$ cat src/rtl/vga_sprite_compositor.sv
// Two-stage RGB332 sprite compositor (player, invader grid, laser, missiles) with
// once-per-frame collision reports and the player hit-blink state machine.
module vga_sprite_compositor #(
    parameter int unsigned NUM_MISSILES  = 3,
    parameter int unsigned INV_ROWS      = 5,
    parameter int unsigned INV_COLS      = 11,
    parameter int unsigned SCALE_LOG2    = 1,
    parameter int unsigned PLAYER_W      = 16,
    parameter int unsigned PLAYER_H      = 8,
    parameter int unsigned INV_W         = 12,
    parameter int unsigned INV_H         = 8,
    parameter int unsigned PITCH_X_LOG2  = 5,
    parameter int unsigned PITCH_Y_LOG2  = 5,
    parameter int unsigned PROJ_W        = 2,
    parameter int unsigned PROJ_H        = 8,
    parameter int unsigned BLINK_TOGGLES = 6,
    parameter logic [7:0]  COLOR_PLAYER  = 8'h1C,
    parameter logic [7:0]  COLOR_FG      = 8'hFF
) (
    input  logic                                  clk,
    input  logic                                  rst_n,
    input  logic [9:0]                            pix_x,
    input  logic [9:0]                            pix_y,
    input  logic                                  de,
    input  logic                                  frame,
    input  logic                                  blink_tick,
    input  logic [9:0]                            player_x,
    input  logic [9:0]                            player_y,
    input  logic [PLAYER_W*PLAYER_H-1:0]          player_bmp,
    input  logic [INV_W*INV_H-1:0]                inv_bmp,
    input  logic [9:0]                            invaders_x,
    input  logic [9:0]                            invaders_y,
    input  logic [INV_ROWS*INV_COLS-1:0]          alive,
    input  logic                                  laser_active,
    input  logic [9:0]                            laser_x,
    input  logic [9:0]                            laser_y,
    input  logic [NUM_MISSILES-1:0]               m_active,
    input  logic [10*NUM_MISSILES-1:0]            m_x,
    input  logic [10*NUM_MISSILES-1:0]            m_y,
    output logic [7:0]                            vga_out,
    output logic                                  inv_hit_valid,
    output logic [$clog2(INV_ROWS*INV_COLS)-1:0]  inv_hit_idx,
    output logic                                  player_hit_valid,
    output logic [NUM_MISSILES-1:0]               player_hit_mask,
    output logic                                  blinking
);

    localparam int unsigned IdxW = $clog2(INV_ROWS*INV_COLS);
    localparam int unsigned PbW  = $clog2(PLAYER_W*PLAYER_H);
    localparam int unsigned IbW  = $clog2(INV_W*INV_H);
    localparam int unsigned CntW = $clog2(BLINK_TOGGLES+1);

    localparam logic [10:0] PlayerWs = 11'(PLAYER_W << SCALE_LOG2);
    localparam logic [10:0] PlayerHs = 11'(PLAYER_H << SCALE_LOG2);
    localparam logic [10:0] InvWs    = 11'(INV_W << SCALE_LOG2);
    localparam logic [10:0] InvHs    = 11'(INV_H << SCALE_LOG2);
    localparam logic [10:0] InvCols  = 11'(INV_COLS);
    localparam logic [10:0] InvRows  = 11'(INV_ROWS);
    localparam logic [10:0] PitchXM  = 11'((1 << PITCH_X_LOG2) - 1);
    localparam logic [10:0] PitchYM  = 11'((1 << PITCH_Y_LOG2) - 1);
    localparam logic [10:0] ProjW    = 11'(PROJ_W);
    localparam logic [10:0] ProjH    = 11'(PROJ_H);
    localparam logic [CntW-1:0] CntLast = CntW'(BLINK_TOGGLES);

    typedef enum logic [1:0] {StIdle, StBlinkOff, StBlinkOn} blink_state_e;

    blink_state_e state_q;
    logic [CntW-1:0] cnt_q, cnt_inc;

    // Half-open [org, org+size); a negative 11-bit difference means pos < org.
    function automatic logic in_span(input logic [9:0] pos, input logic [9:0] org,
                                     input logic [10:0] size);
        logic [10:0] diff;
        diff = {1'b0, pos} - {1'b0, org};
        return !diff[10] && (diff < size);
    endfunction

    logic [10:0] p_dx, p_dy, i_dx, i_dy, i_col, i_row, i_ox, i_oy;
    logic [PbW-1:0] p_bit;
    logic [IbW-1:0] i_bit;
    logic [IdxW-1:0] i_idx;
    logic p_op, i_op, l_hit;
    logic [NUM_MISSILES-1:0] m_hit;

    always_comb begin
        p_dx  = {1'b0, pix_x} - {1'b0, player_x};
        p_dy  = {1'b0, pix_y} - {1'b0, player_y};
        p_bit = PbW'((p_dy >> SCALE_LOG2) * PLAYER_W + (p_dx >> SCALE_LOG2));
        p_op  = in_span(pix_x, player_x, PlayerWs) && in_span(pix_y, player_y, PlayerHs)
                && player_bmp[p_bit];

        i_dx  = {1'b0, pix_x} - {1'b0, invaders_x};
        i_dy  = {1'b0, pix_y} - {1'b0, invaders_y};
        i_col = i_dx >> PITCH_X_LOG2;
        i_row = i_dy >> PITCH_Y_LOG2;
        i_ox  = i_dx & PitchXM;
        i_oy  = i_dy & PitchYM;
        i_idx = IdxW'(i_row * INV_COLS + i_col);
        i_bit = IbW'((i_oy >> SCALE_LOG2) * INV_W + (i_ox >> SCALE_LOG2));
        i_op  = !i_dx[10] && !i_dy[10] && (i_col < InvCols) && (i_row < InvRows)
                && (i_ox < InvWs) && (i_oy < InvHs) && inv_bmp[i_bit] && alive[i_idx];

        l_hit = laser_active && in_span(pix_x, laser_x, ProjW) && in_span(pix_y, laser_y, ProjH);
        for (int k = 0; k < NUM_MISSILES; k++) begin
            m_hit[k] = m_active[k] && in_span(pix_x, m_x[10*k +: 10], ProjW)
                       && in_span(pix_y, m_y[10*k +: 10], ProjH);
        end
    end

    logic s1_de_q, s1_player_q, s1_inv_q, s1_laser_q;
    logic [IdxW-1:0] s1_idx_q;
    logic [NUM_MISSILES-1:0] s1_miss_q;

    always_ff @(posedge clk or negedge rst_n) begin
        if (!rst_n) begin
            s1_de_q     <= 1'b0;
            s1_player_q <= 1'b0;
            s1_inv_q    <= 1'b0;
            s1_laser_q  <= 1'b0;
            s1_idx_q    <= '0;
            s1_miss_q   <= '0;
        end else begin
            s1_de_q     <= de;
            s1_player_q <= p_op;
            s1_inv_q    <= i_op;
            s1_laser_q  <= l_hit;
            s1_idx_q    <= i_idx;
            s1_miss_q   <= m_hit;
        end
    end

    logic player_vis;
    logic [7:0] pix_d;

    always_comb begin
        player_vis = s1_player_q && (state_q != StBlinkOff);
        pix_d      = 8'h00;
        if (s1_de_q) begin
            if (player_vis) begin
                pix_d = COLOR_PLAYER;
            end else if (s1_laser_q || (|s1_miss_q) || s1_inv_q) begin
                pix_d = COLOR_FG;
            end
        end
    end

    logic inv_lat_q;
    logic [IdxW-1:0] inv_lat_idx_q;
    logic [NUM_MISSILES-1:0] mask_q;

    always_ff @(posedge clk or negedge rst_n) begin
        if (!rst_n) begin
            vga_out          <= 8'h00;
            inv_lat_q        <= 1'b0;
            inv_lat_idx_q    <= '0;
            mask_q           <= '0;
            inv_hit_valid    <= 1'b0;
            inv_hit_idx      <= '0;
            player_hit_valid <= 1'b0;
            player_hit_mask  <= '0;
        end else begin
            vga_out <= pix_d;
            if (frame) begin
                inv_hit_valid    <= inv_lat_q;
                player_hit_valid <= |mask_q;
                if (inv_lat_q) inv_hit_idx <= inv_lat_idx_q;
                if (|mask_q) player_hit_mask <= mask_q;
                inv_lat_q <= 1'b0;
                mask_q    <= '0;
            end else begin
                inv_hit_valid    <= 1'b0;
                player_hit_valid <= 1'b0;
                if (s1_de_q) begin
                    if (s1_laser_q && s1_inv_q && !inv_lat_q) begin
                        inv_lat_q     <= 1'b1;
                        inv_lat_idx_q <= s1_idx_q;
                    end
                    // Only an idle player is vulnerable; BLINK_ON is invulnerable.
                    if (s1_player_q && state_q == StIdle) mask_q <= mask_q | s1_miss_q;
                end
            end
        end
    end

    assign cnt_inc = cnt_q + CntW'(1);

    always_ff @(posedge clk or negedge rst_n) begin
        if (!rst_n) begin
            state_q  <= StIdle;
            cnt_q    <= '0;
            blinking <= 1'b0;
        end else begin
            unique case (state_q)
                StIdle: begin
                    if (player_hit_valid) begin
                        state_q <= StBlinkOff;
                        cnt_q   <= '0;
                    end
                end
                StBlinkOff, StBlinkOn: begin
                    if (blink_tick) begin
                        cnt_q <= cnt_inc;
                        if (cnt_inc == CntLast) state_q <= StIdle;
                        else if (state_q == StBlinkOff) state_q <= StBlinkOn;
                        else state_q <= StBlinkOff;
                    end
                end
                default: state_q <= StIdle;
            endcase
            blinking <= (state_q != StIdle);
        end
    end

endmodule
$ cat config.mk
export PLATFORM = sky130hd
export DESIGN_NAME = vga_sprite_compositor
export DESIGN_NICKNAME = d
export VERILOG_FILES = /design/src/rtl/vga_sprite_compositor.sv
export SDC_FILE = /design/constraint.sdc
export NUM_CORES = 1
export LEC_CHECK = 0
export BUFFER_PORTS_ARGS = -buffer_cell sky130_fd_sc_hd__buf_2
export CAP_MARGIN = 20
export CORE_AREA = 2 2 175 177
export CTS_CLUSTER_DIAMETER = 150
export DETAILED_ROUTE_END_ITERATION = 6
export DIE_AREA = 0 0 177 179
export PLACE_DENSITY = 0.64
export SLEW_MARGIN = 20
export SYNTH_ARGS = -nofsm -noshare
export SYNTH_HDL_FRONTEND = slang
export SYNTH_SLANG_ARGS = --single-unit
export TNS_END_PERCENT = 10
$ cat constraint.sdc
create_clock -name clk -period 3.05 [get_ports clk]
set_clock_uncertainty 0.1 [all_clocks]
set_input_delay 0.61 -clock clk [delete_from_list [all_inputs] [get_ports clk]]
set_output_delay 0.61 -clock clk [all_outputs]
set_load 0.01 [all_outputs]
==> reports/summary.txt, run 1 <==
CTS tree: yes
Starting DRT DRC Count: 490
Std cell rows: 64
Met3 wire len: 2030 um
Port Buf Inserts: 447
Cell Chain, Critical Path: buf_2 > nand2b_4 > fa_2 > a21oi_4 > nor2_1 > or3_4 > xnor2_4 > inv_2 > ha_1 > inv_2 > fa_1 > inv_1 > fa_1 > ha_4 > a21oi_2 > xnor2_1 > xnor3_2 > mux2i_1 > mux2_2 > nor4_2
Yosys reg bits: 42
Max Cap Violations: 0
Status: finished with violations
Hold EP: s1_de_q$_DFF_PN0_
WS Path Type: in2reg
Failing checks: setup timing
CTS sink count: 42
Vias post-DR: 10500
Layout cells sized above 1: 46.1%
Pwr/cell area: 498 mW/mm2
DR pass1 iterations: 5
Die width: 177 um
Max VDD drop: 0.443 mV
Largest net degree at the start of global routing: 43
Worst path max stage delay: 590 ps
Vias per Instance: 5.04
Unrepaired setup endpoints after global routing: true
Area post-placement: 0.0133 mm2
Final WS setup: -1780 ps
Leakage power: 0.00734 uW
Clock Path Buffers: 2
Slowest cell on crit path: fa_1
Worst EP required: 3140 ps
Critical Path Source Type: input pin
Clk slew on worst S/H paths: 60 ps
Async S/R FF share, synth: 100%
H-tree depth: 2
Pre-CTS setup slack: -2270 ps
R2R depth: 6
Chip height: 179 um
Post-synth EDFFs: 0
DRC Markers: 0
First-pass GRT wire length: 52500 um
Core Area: 0.0300 mm2
WL final: 35200 um
Reg2reg start: state_q[0]$_DFFE_PN0P_
Initial antenna violation count: 10
Period utilization: 158%
Met2 wire len: 18600 um
Highest Clock Rate: 207 MHz
Post-DRT Antenna Nets: 0
Tot Pwr: 6840 uW
R2R Setup Slk: 1150 ps
# nets final: 2255
Min Tclk post-route: 4830 ps
Top Layer Used: met5
Routability cong.: 0.901
All-Layer GR Usage: 21.4%
WHS: 342 ps
Hold path depth: 1
Hold Path Class: in2reg
Die area: 0.0317 mm2
Net Count, Synth: 1640
Crit-path max FO: 3
Synthesized cell area: 0.00924 mm2
Area Growth Syn to Fin: 48.6%
Met1 wire length: 13300 um
Root Driver: clkbuf_16
CTS buffer count: 5
Post-Syn Area per Cell: 8.67 um2
End of the worst register-to-register path: state_q[1]$_DFFE_PN0P_
Vias in the first global route: 10500
Clk Latency, worst-skew pair: 280 ps
Ys Warns: 0
Fin. max-slew vios: 0
Starting Density: 30.8%
Final hold violations: 0
Grt ovf: 0
Cts hold-fix bufs: 0
Final setup violation count: 8
TNS Setup: -6490 ps
Worst Setup End Kind: flop
Crit path DAT: 4920 ps
Top FF cell, synth: dfrtp_1
Io pins: 448
Synth Instances: 1066
Worst Hold Launch: de
Post-DP HPWL: 31700 um
Worst slew pin tran: 889 ps
Register area share after synthesis: 11.4%
Relative slew slack: 40.7%
WL/cell: 16.9 um
Design Area, Final: 0.0137 mm2
Unique masters post-synth: 72
==> cells in the mapped netlist, drive strengths merged (5+ instances only) <==
library cell  instances  share of area (%)
a211oi               17                1.4
a21boi                7               0.57
a21o                 32                2.6
a21oi                56                3.0
a22o                  8               0.76
a22oi                 9               0.73
a31oi                14                1.3
and3                  7               0.47
buf                  17                1.3
clkbuf               10               0.41
dfrtp                42                 11
fa                   16                3.5
ha                  130                 18
inv                 166                6.7
mux2                 19                2.3
mux2i                10                1.1
mux4                 64                 16
nand2                80                3.3
nand2b               15                1.0
nand3                27                1.5
nand4                 6               0.41
nor2                 58                2.4
nor2b                15                1.0
nor3                 17               0.98
nor3b                 5               0.41
nor4                 16                1.1
o2111ai               6               0.57
o211ai                9               0.73
o21a                  6               0.49
o21ai                43                2.4
o21bai               15                1.2
o22ai                 5               0.34
or3                   8               0.54
xnor2                35                3.5
xor2                 29                2.9
==> per-layer routing <==
layer | global-route usage (%) | vias up
li1 | - | 5119
met1 | 23.4 | 4875
met2 | 41.9 | 399
met3 | 2.50 | 75
met4 | 7.47 | 4
met5 | 0 | -
==> power by group <==
part / leakage (uW) / total, uW / internal (uW) / switching [uW]
combinational: 0.00671 / 5650 / 3100 / 2550
clock: 0.0000688 / 506 / 316 / 190
sequential: 0.000558 / 688 / 653 / 35.0
total: 0.00734 / 6840 / 4070 / 2780
==> cells in the final DEF (no fill, tap or decap), types with 6 or more instances in the layout <==
cell | synthesis | final
or3_1 | 8 | 7
xnor2_1 | 34 | 31
buf_2 | 3 | 446
inv_1 | 166 | 163
nor4_1 | 16 | 10
buf_4 | 10 | 180
a21oi_1 | 56 | 53
and3_1 | 7 | 7
nor3_1 | 16 | 16
o211ai_1 | 9 | 9
o21bai_1 | 15 | 15
nand2b_1 | 15 | 14
ha_1 | 130 | 125
mux4_2 | 62 | 62
nand2_1 | 80 | 80
nor4_2 | 0 | 6
a21o_1 | 32 | 32
fa_1 | 16 | 14
dfrtp_1 | 42 | 42
nand4_1 | 6 | 6
a22oi_1 | 9 | 9
a22o_1 | 8 | 8
nor2_1 | 58 | 57
buf_12 | 0 | 8
a211oi_1 | 16 | 11
nor2b_1 | 15 | 14
o21a_1 | 6 | 6
o21ai_0 | 42 | 39
a31oi_1 | 12 | 12
xor2_1 | 27 | 27
mux2i_1 | 10 | 10
nand3_1 | 27 | 27
mux2_2 | 19 | 19
==> final cells by class <==
| cell class | instances | area, um2 |
|---|---|---|
| fillers | 2986 | 16300 |
| multi-input cells | 831 | 7660 |
| repair buffers | 635 | 3750 |
| flip-flops and latches | 42 | 1050 |
| inverters | 166 | 623 |
| well taps | 396 | 495 |
| clock buffers | 6 | 139 |
| diodes | 3 | 7.51 |
==> worst max-delay path, delay by kind of cell <==
| kind | cells | cell delay [ps] |
|---|---|---|
| compound gates | 2 | 350 |
| xor+xnor | 3 | 620 |
| fa+ha+maj | 5 | 1980 |
| buf+inv | 4 | 240 |
| mux | 2 | 410 |
| simple gates | 4 | 690 |
==> state kept, by name, indices dropped and copies added (netlist names) <==
name              count
s1_idx_q              6
s1_miss_q             3
inv_lat_q             1
vga_out               2
player_hit_valid      1
player_hit_mask       3
s1_laser_q            1
inv_lat_idx_q         6
cnt_q                 3
s1_de_q               1
mask_q                3
s1_inv_q              1
inv_hit_valid         1
blinking              1
inv_hit_idx           6
s1_player_q           1
state_q               2
==> metrics by stage <==
step                std cells  utilization [%]
floorplan                1066                -
global placement         2066             44.4
detailed placement       2066             44.4
CTS                      2074             45.4
global route             2078             45.7
finish                   2079             45.7
==> cell families (layout without fill, tap and decap cells) <==
logic type                 Yosys count  in the layout  synth area share [%]
other                                0              3                     0
DFF                                 42             42                  11.4
adders and majority gates          146            146                  21.1
xor gates and xnor gates            65             65                  6.69
AOI/OAI and AO/OA                  256            256                  18.9
buffers and inverters              193            807                  8.49
muxes                               93             93                  19.1
and+or+nand+nor                    271            271                  14.4
==> repair_timing <==
item	4_1_cts	5_1_grt
pin swaps	11	10
endpoints found under the hold margin	0	0
buffers inserted	2	2
setup endpoints to repair	11	11
resized for setup	29	15
==> how the worst max path moves through the flow <==
stage	slack (ps)	endpoint	depth (start not counted)	startpoint
global route	-1980	s1_inv_q$_DFF_PN0_	20	pix_y[0]
global placement	-2150	s1_inv_q$_DFF_PN0_	20	pix_y[0]
CTS	-1790	s1_inv_q$_DFF_PN0_	20	pix_y[0]
floorplan	-1800	s1_inv_q$_DFF_PN0_	19	pix_y[0]
finish	-1780	s1_inv_q$_DFF_PN0_	20	pix_y[0]
detailed placement	-2270	s1_inv_q$_DFF_PN0_	20	pix_y[0]
Note: power is estimated with default switching activity, not from simulation.
==> inputs of run 2 (changes only) <==
Settings changed: ABC_AREA set to 1, CORE_AREA 2 2 175 177 to 2 2 172 174, DIE_AREA 0 0 177 179 to 0 0 174 176, PLACE_DENSITY 0.64 to 0.71.
==> run 2 against run 1 <==
Global-route usage is 3.5 points higher; hold slack worse by 9.1 ps; sequential power is 0.9% higher; die area is 3.3% lower; largest power group unchanged; sequential share of layout area is 0.67 points lower; setup slack better by 330 ps; the flow still finishes with violations (setup timing); first-iteration DRC count is 44% higher; power is 5.8% higher.
==> reports/summary.txt, run 2 <==
R2R depth: 6
Io pins: 448
Met2 Use GR: 44.2%
Initial antenna violation count: 3
H-tree depth: 2
Cts hold-fix bufs: 0
Yosys reg bits: 42
Largest net degree at the start of global routing: 46
Net Count, Synth: 2406
Vias in the first global route: 13000
Area Growth Syn to Fin: 40.7%
Clock Path Buffers: 2
WS Path Type: in2reg
CTS buffer count: 5
Final non-filler cell total: 2794
WHS: 333 ps
Post-DP HPWL: 34700 um
Critical Path Source Type: input pin
All-Layer GR Usage: 24.9%
Unique masters post-synth: 47
Worst Setup End Kind: flop
Max VDD drop: 0.375 mV
Async S/R FF share, synth: 100%
Leakage power: 0.00913 uW
Starting DRT DRC Count: 707
Post-synth EDFFs: 0
Highest Clock Rate: 222 MHz
Hold Path Class: in2async
Min Tclk post-route: 4490 ps
Reg2reg start: state_q[0]$_DFFE_PN0P_
Area post-placement: 0.0146 mm2
Worst slew pin tran: 848 ps
Commonest cells after routing, fill and taps aside: nand2_1, buf_2, inv_1
Synthesized cell area: 0.0107 mm2
Final hold violations: 0
Worst EP required: 3170 ps
Period utilization: 147%
Top FF cell, synth: dfrtp_1
Root Driver: clkbuf_16
Relative slew slack: 43.5%
Starting Density: 37.5%
Clk slew on worst S/H paths: 60 ps
Final WS setup: -1440 ps
Met1 usage: 30.9%
Port Buf Inserts: 447
Status: finished with violations
Crit-path max FO: 3
Most common cell after layout, fill and taps aside: nand2_1
Grt ovf: 0
Pwr/cell area: 481 mW/mm2
WL final: 39700 um
First-pass GRT wire length: 61900 um
CTS tree: yes
Placed cell count: 2776
Final setup violation count: 7
Top-area cell type share of the netlist area: 17.7%
Pre-CTS setup slack: -1840 ps
End of the worst register-to-register path: state_q[1]$_DFFE_PN0P_
Layout cells sized above 1: 29.0%
Post-DRT Antenna Nets: 0
Std cell rows: 62
Vias post-DR: 13600
Grt met3 use: 2.67%
Slowest cell on crit path: fa_1
Critical Path Sink: s1_inv_q$_DFF_PN0_
Ys Warns: 0
Max Cap Violations: 0
Fin. max-slew vios: 0
Synth Instances: 1832
Worst path max stage delay: 540 ps
CTS sink count: 42
Post-Syn Area per Cell: 5.84 um2
Critical path launch point: pix_y[0]
Most frequent cell after synthesis: nand2_1
Crit path top cell by count: nand2_1
Clk Latency, worst-skew pair: 280 ps
Crit path DAT: 4610 ps
Synth top cells by count: nand2_1, inv_1, a21oi_1
Die area: 0.0306 mm2
Tot Pwr: 7240 uW
Unrepaired setup endpoints after global routing: true
Failing checks: setup timing
Post-synth top area cell: nand2_1
# nets final: 2980
Chip height: 176 um
Design Area, Final: 0.0151 mm2
WL/cell: 14.2 um
Register area share after synthesis: 9.83%
Vias per Instance: 4.86
DRC Markers: 0
Area contributors post-synth: nand2_1, ha_1, inv_1
Routability cong.: 0.950
Gr busiest metal: met2
Core Area: 0.0285 mm2
Top Registers: inv_hit_idx x6, inv_lat_idx_q x6, s1_idx_q x6
Die width: 174 um
R2R Setup Slk: 1290 ps
DR pass1 iterations: 5
run 2: worst min path at each step:
stage | to | cells past startpoint
final | blinking$_DFF_PN0_ | 1
after global routing | s1_de_q$_DFF_PN0_ | 1
after CTS | s1_de_q$_DFF_PN0_ | 1
after detailed placement | inv_hit_idx[5]$_DFFE_PN0P_ | 2
after global placement | inv_hit_idx[0]$_DFFE_PN0P_ | 2
after floorplan | blinking$_DFF_PN0_ | 0
run 2: kinds of logic after synthesis:
family / synth area share (%)
fa+ha+maj: 18.2
mux: 2.59
compound gates: 18.6
xor+xnor: 5.16
buf+inv: 16.5
flops: 9.83
simple gates: 29.1
run 2: what timing repair did:
| action | 4_1_cts | 5_1_grt |
|---|---|---|
| gates resized for setup | 30 | 19 |
| setup endpoints to repair | 8 | 10 |
| setup buffers | 5 | 2 |
| pin swaps | 13 | 10 |
run 2: per-layer routing:
layer  part of all wire (%)  vias up
li1                       -     6997
met1                     43     5980
met2                     47      519
met3                    6.4       75
met4                    4.2        0
met5                      0        -
run 2: critical path: cells and delay by family:
kind,cells,cell delay (ps)
and+or+nand+nor,15,1200
buffers and inverters,6,490
AOI/OAI and AO/OA,2,270
xor gates and xnor gates,1,160
adders and majority gates,5,1890
run 2: final cells by class:
| class | instances | area (um2) |
|---|---|---|
| repair buffers | 620 | 3700 |
| multi-input cells | 1341 | 8160 |
| fillers | 2940 | 13500 |
| inverters | 396 | 1500 |
| clock buffers | 5 | 125 |
| well taps | 384 | 480 |
| flip-flops and latches | 42 | 1050 |
| diodes | 3 | 7.51 |
| clock inverters | 3 | 26.3 |
run 2: power by group:
| part | leakage [uW] | switching, uW | internal [uW] | total [uW] |
|---|---|---|---|---|
| sequential | 0.000557 | 39.4 | 654 | 694 |
| clock | 0.0000752 | 219 | 311 | 531 |
| combinational | 0.00849 | 3200 | 2820 | 6020 |
| total | 0.00913 | 3460 | 3780 | 7240 |
run 2: metrics by stage:
stage,setup TNS [ps],util [%]
3_5_place_dp,-8730,51.2
5_1_grt,-6370,52.7
2_1_floorplan,-4170,-
4_1_cts,-5120,52.3
3_3_place_gp,-8420,51.2
6_report,-5110,52.7
==> inputs of run 3 (changes only) <==
Settings changed: CELL_PAD_IN_SITES_DETAIL_PLACEMENT set to 1, CELL_PAD_IN_SITES_GLOBAL_PLACEMENT set to 1, CORE_AREA 2 2 172 174 to not set, CORE_MARGIN set to 2, CORE_UTILIZATION set to 35, DIE_AREA 0 0 174 176 to not set, PLACE_DENSITY 0.71 to 0.94.
==> run 3 against run 2 <==
The run still ends with setup timing left; critical path depth down 1; via count up 5.0%; setup slack worse by 200 ps; routed wire length up 22%; combinational power up 4.2%; count of clock-buffer cells in the layout up 1; hold slack better by 18 ps; clock power up 1%; largest power group unchanged.
==> reports/summary.txt, run 3 (synthesized netlist as in run 2, its figures left out) <==
Pre-CTS setup slack: -2100 ps
Relative slew slack: 40.4%
WL final: 48300 um
Max Cap Violations: 0
Pwr/cell area: 506 mW/mm2
Port Buf Inserts: 447
Fin. max-slew vios: 0
Most common cell after layout, fill and taps aside: nand2_1
Worst slew pin tran: 894 ps
Period utilization: 154%
First-pass GRT wire length: 72900 um
Status: finished with violations
Clock Path Buffers: 2
DR pass1 iterations: 5
Highest Clock Rate: 213 MHz
Worst Setup End Kind: flop
Vias per Instance: 5.11
Min Tclk post-route: 4690 ps
Grt ovf: 0
Final non-filler cell total: 2791
Starting Density: 35.2%
Max VDD drop: 0.414 mV
Final hold violations: 0
# nets final: 2961
Crit-path max FO: 3
Die width: 179 um
CTS sink count: 42
DRC Markers: 0
WL/cell: 17.3 um
Unrepaired setup endpoints after global routing: true
Initial antenna violation count: 9
Largest net degree at the start of global routing: 65
WS Path Type: in2reg
Core Area: 0.0303 mm2
Final setup violation count: 11
Cts hold-fix bufs: 0
Clk Latency, worst-skew pair: 280 ps
Die area: 0.0320 mm2
Worst EP required: 3120 ps
Layout cells sized above 1: 28.4%
Commonest cells after routing, fill and taps aside: nand2_1, buf_2, inv_1
CTS tree: yes
Vias post-DR: 14300
Io pins: 448
Crit path DAT: 4770 ps
Vias in the first global route: 15200
Hold Path Class: in2async
H-tree depth: 2
Failing checks: setup timing
Clk slew on worst S/H paths: 60 ps
Critical Path Source Type: input pin
Post-DRT Antenna Nets: 0
Routability cong.: 0.972
Std cell rows: 64
Top Registers: inv_hit_idx x6, inv_lat_idx_q x6, s1_idx_q x6
Post-layout util: 48.9%
Post-DP HPWL: 42700 um
Leakage power: 0.00901 uW
Chip height: 179 um
Final WS setup: -1640 ps
CTS buffer count: 5
All-Layer GR Usage: 28.8%
Root Driver: clkbuf_16
Placed cell count: 2773
Starting DRT DRC Count: 533
Area Growth Syn to Fin: 38.6%
run 3: worst paths after layout:
check                                              from                    endpoint  slack (ps)  cells past startpoint
max                                            pix_y[0]          s1_inv_q$_DFF_PN0_       -1640                     28
min                                               rst_n          blinking$_DFF_PN0_         350                      1
max reg2reg                      state_q[0]$_DFFE_PN0P_      state_q[1]$_DFFE_PN0P_        1280                      6
min reg2reg                inv_lat_idx_q[2]$_DFFE_PN0P_  inv_hit_idx[2]$_DFFE_PN0P_         380                      2
max in group asynchronous                         rst_n       s1_idx_q[0]$_DFF_PN0_        1940                      1
min in group clk                                     de           s1_de_q$_DFF_PN0_         370                      1
run 3: power by group:
group,switching [uW],internal (uW)
clock network,214,324
logic,3580,2690
registers,41.9,655
total,3840,3670
run 3: timing repair:
| item | in CTS | in global routing |
|---|---|---|
| setup buffers | 2 | 1 |
| pin swaps | 13 | 6 |
| resized for setup | 20 | 15 |
| endpoints found under the hold margin | 0 | 0 |
| setup endpoints to repair | 10 | 11 |
run 3: layer usage:
metal	vias up	share of wire, %	routed length, um	GRT usage, %
li1	6949	-	-	-
met4	2	4.3	2090	12.6
met5	-	0.023	11	0
met2	476	51	24800	55.5
met1	6690	39	18700	31.4
met3	135	5.6	2680	3.22
run 3: through the flow:
step	power (uW)	area, um2	setup TNS, ps	hold slack (ps)
final	7510	14800	-5940	350
after global placement	6170	14500	-8560	350
after floorplan	4180	10800	-4170	214
after global routing	8220	14800	-7480	353
after detailed placement	6650	14500	-10180	359
after CTS	7280	14700	-5770	364
run 3: layout make-up:
class / count / area (um2)
Multi-Input combinational cell: 1341 / 8130
Antenna cell: 7 / 17.5
Fill cell: 4312 / 15500
Timing Repair Buffer: 601 / 3480
Clock inverter: 2 / 12.5
Tap cell: 396 / 495
Inverter: 396 / 1500
Sequential cell: 42 / 1050
Clock buffer: 6 / 139
run 3: worst max-delay path: stages:
cell	delay [ps]
buf_2	140
inv_8	60
nand2_4	80
fa_2	410
a21oi_4	200
o21bai_2	90
xor2_1	220
inv_1	120
ha_4	280
inv_2	30
fa_1	470
inv_1	50
fa_1	540
ha_4	220
a21oi_2	110
nand2_1	80
or2_4	230
nand2_2	70
nand3b_1	120
nand2_1	60
nand2_1	70
nand3_1	90
nand2_1	100
nand2_2	60
nand2_2	80
nand2_2	70
nand2_2	80
nor2_2	30
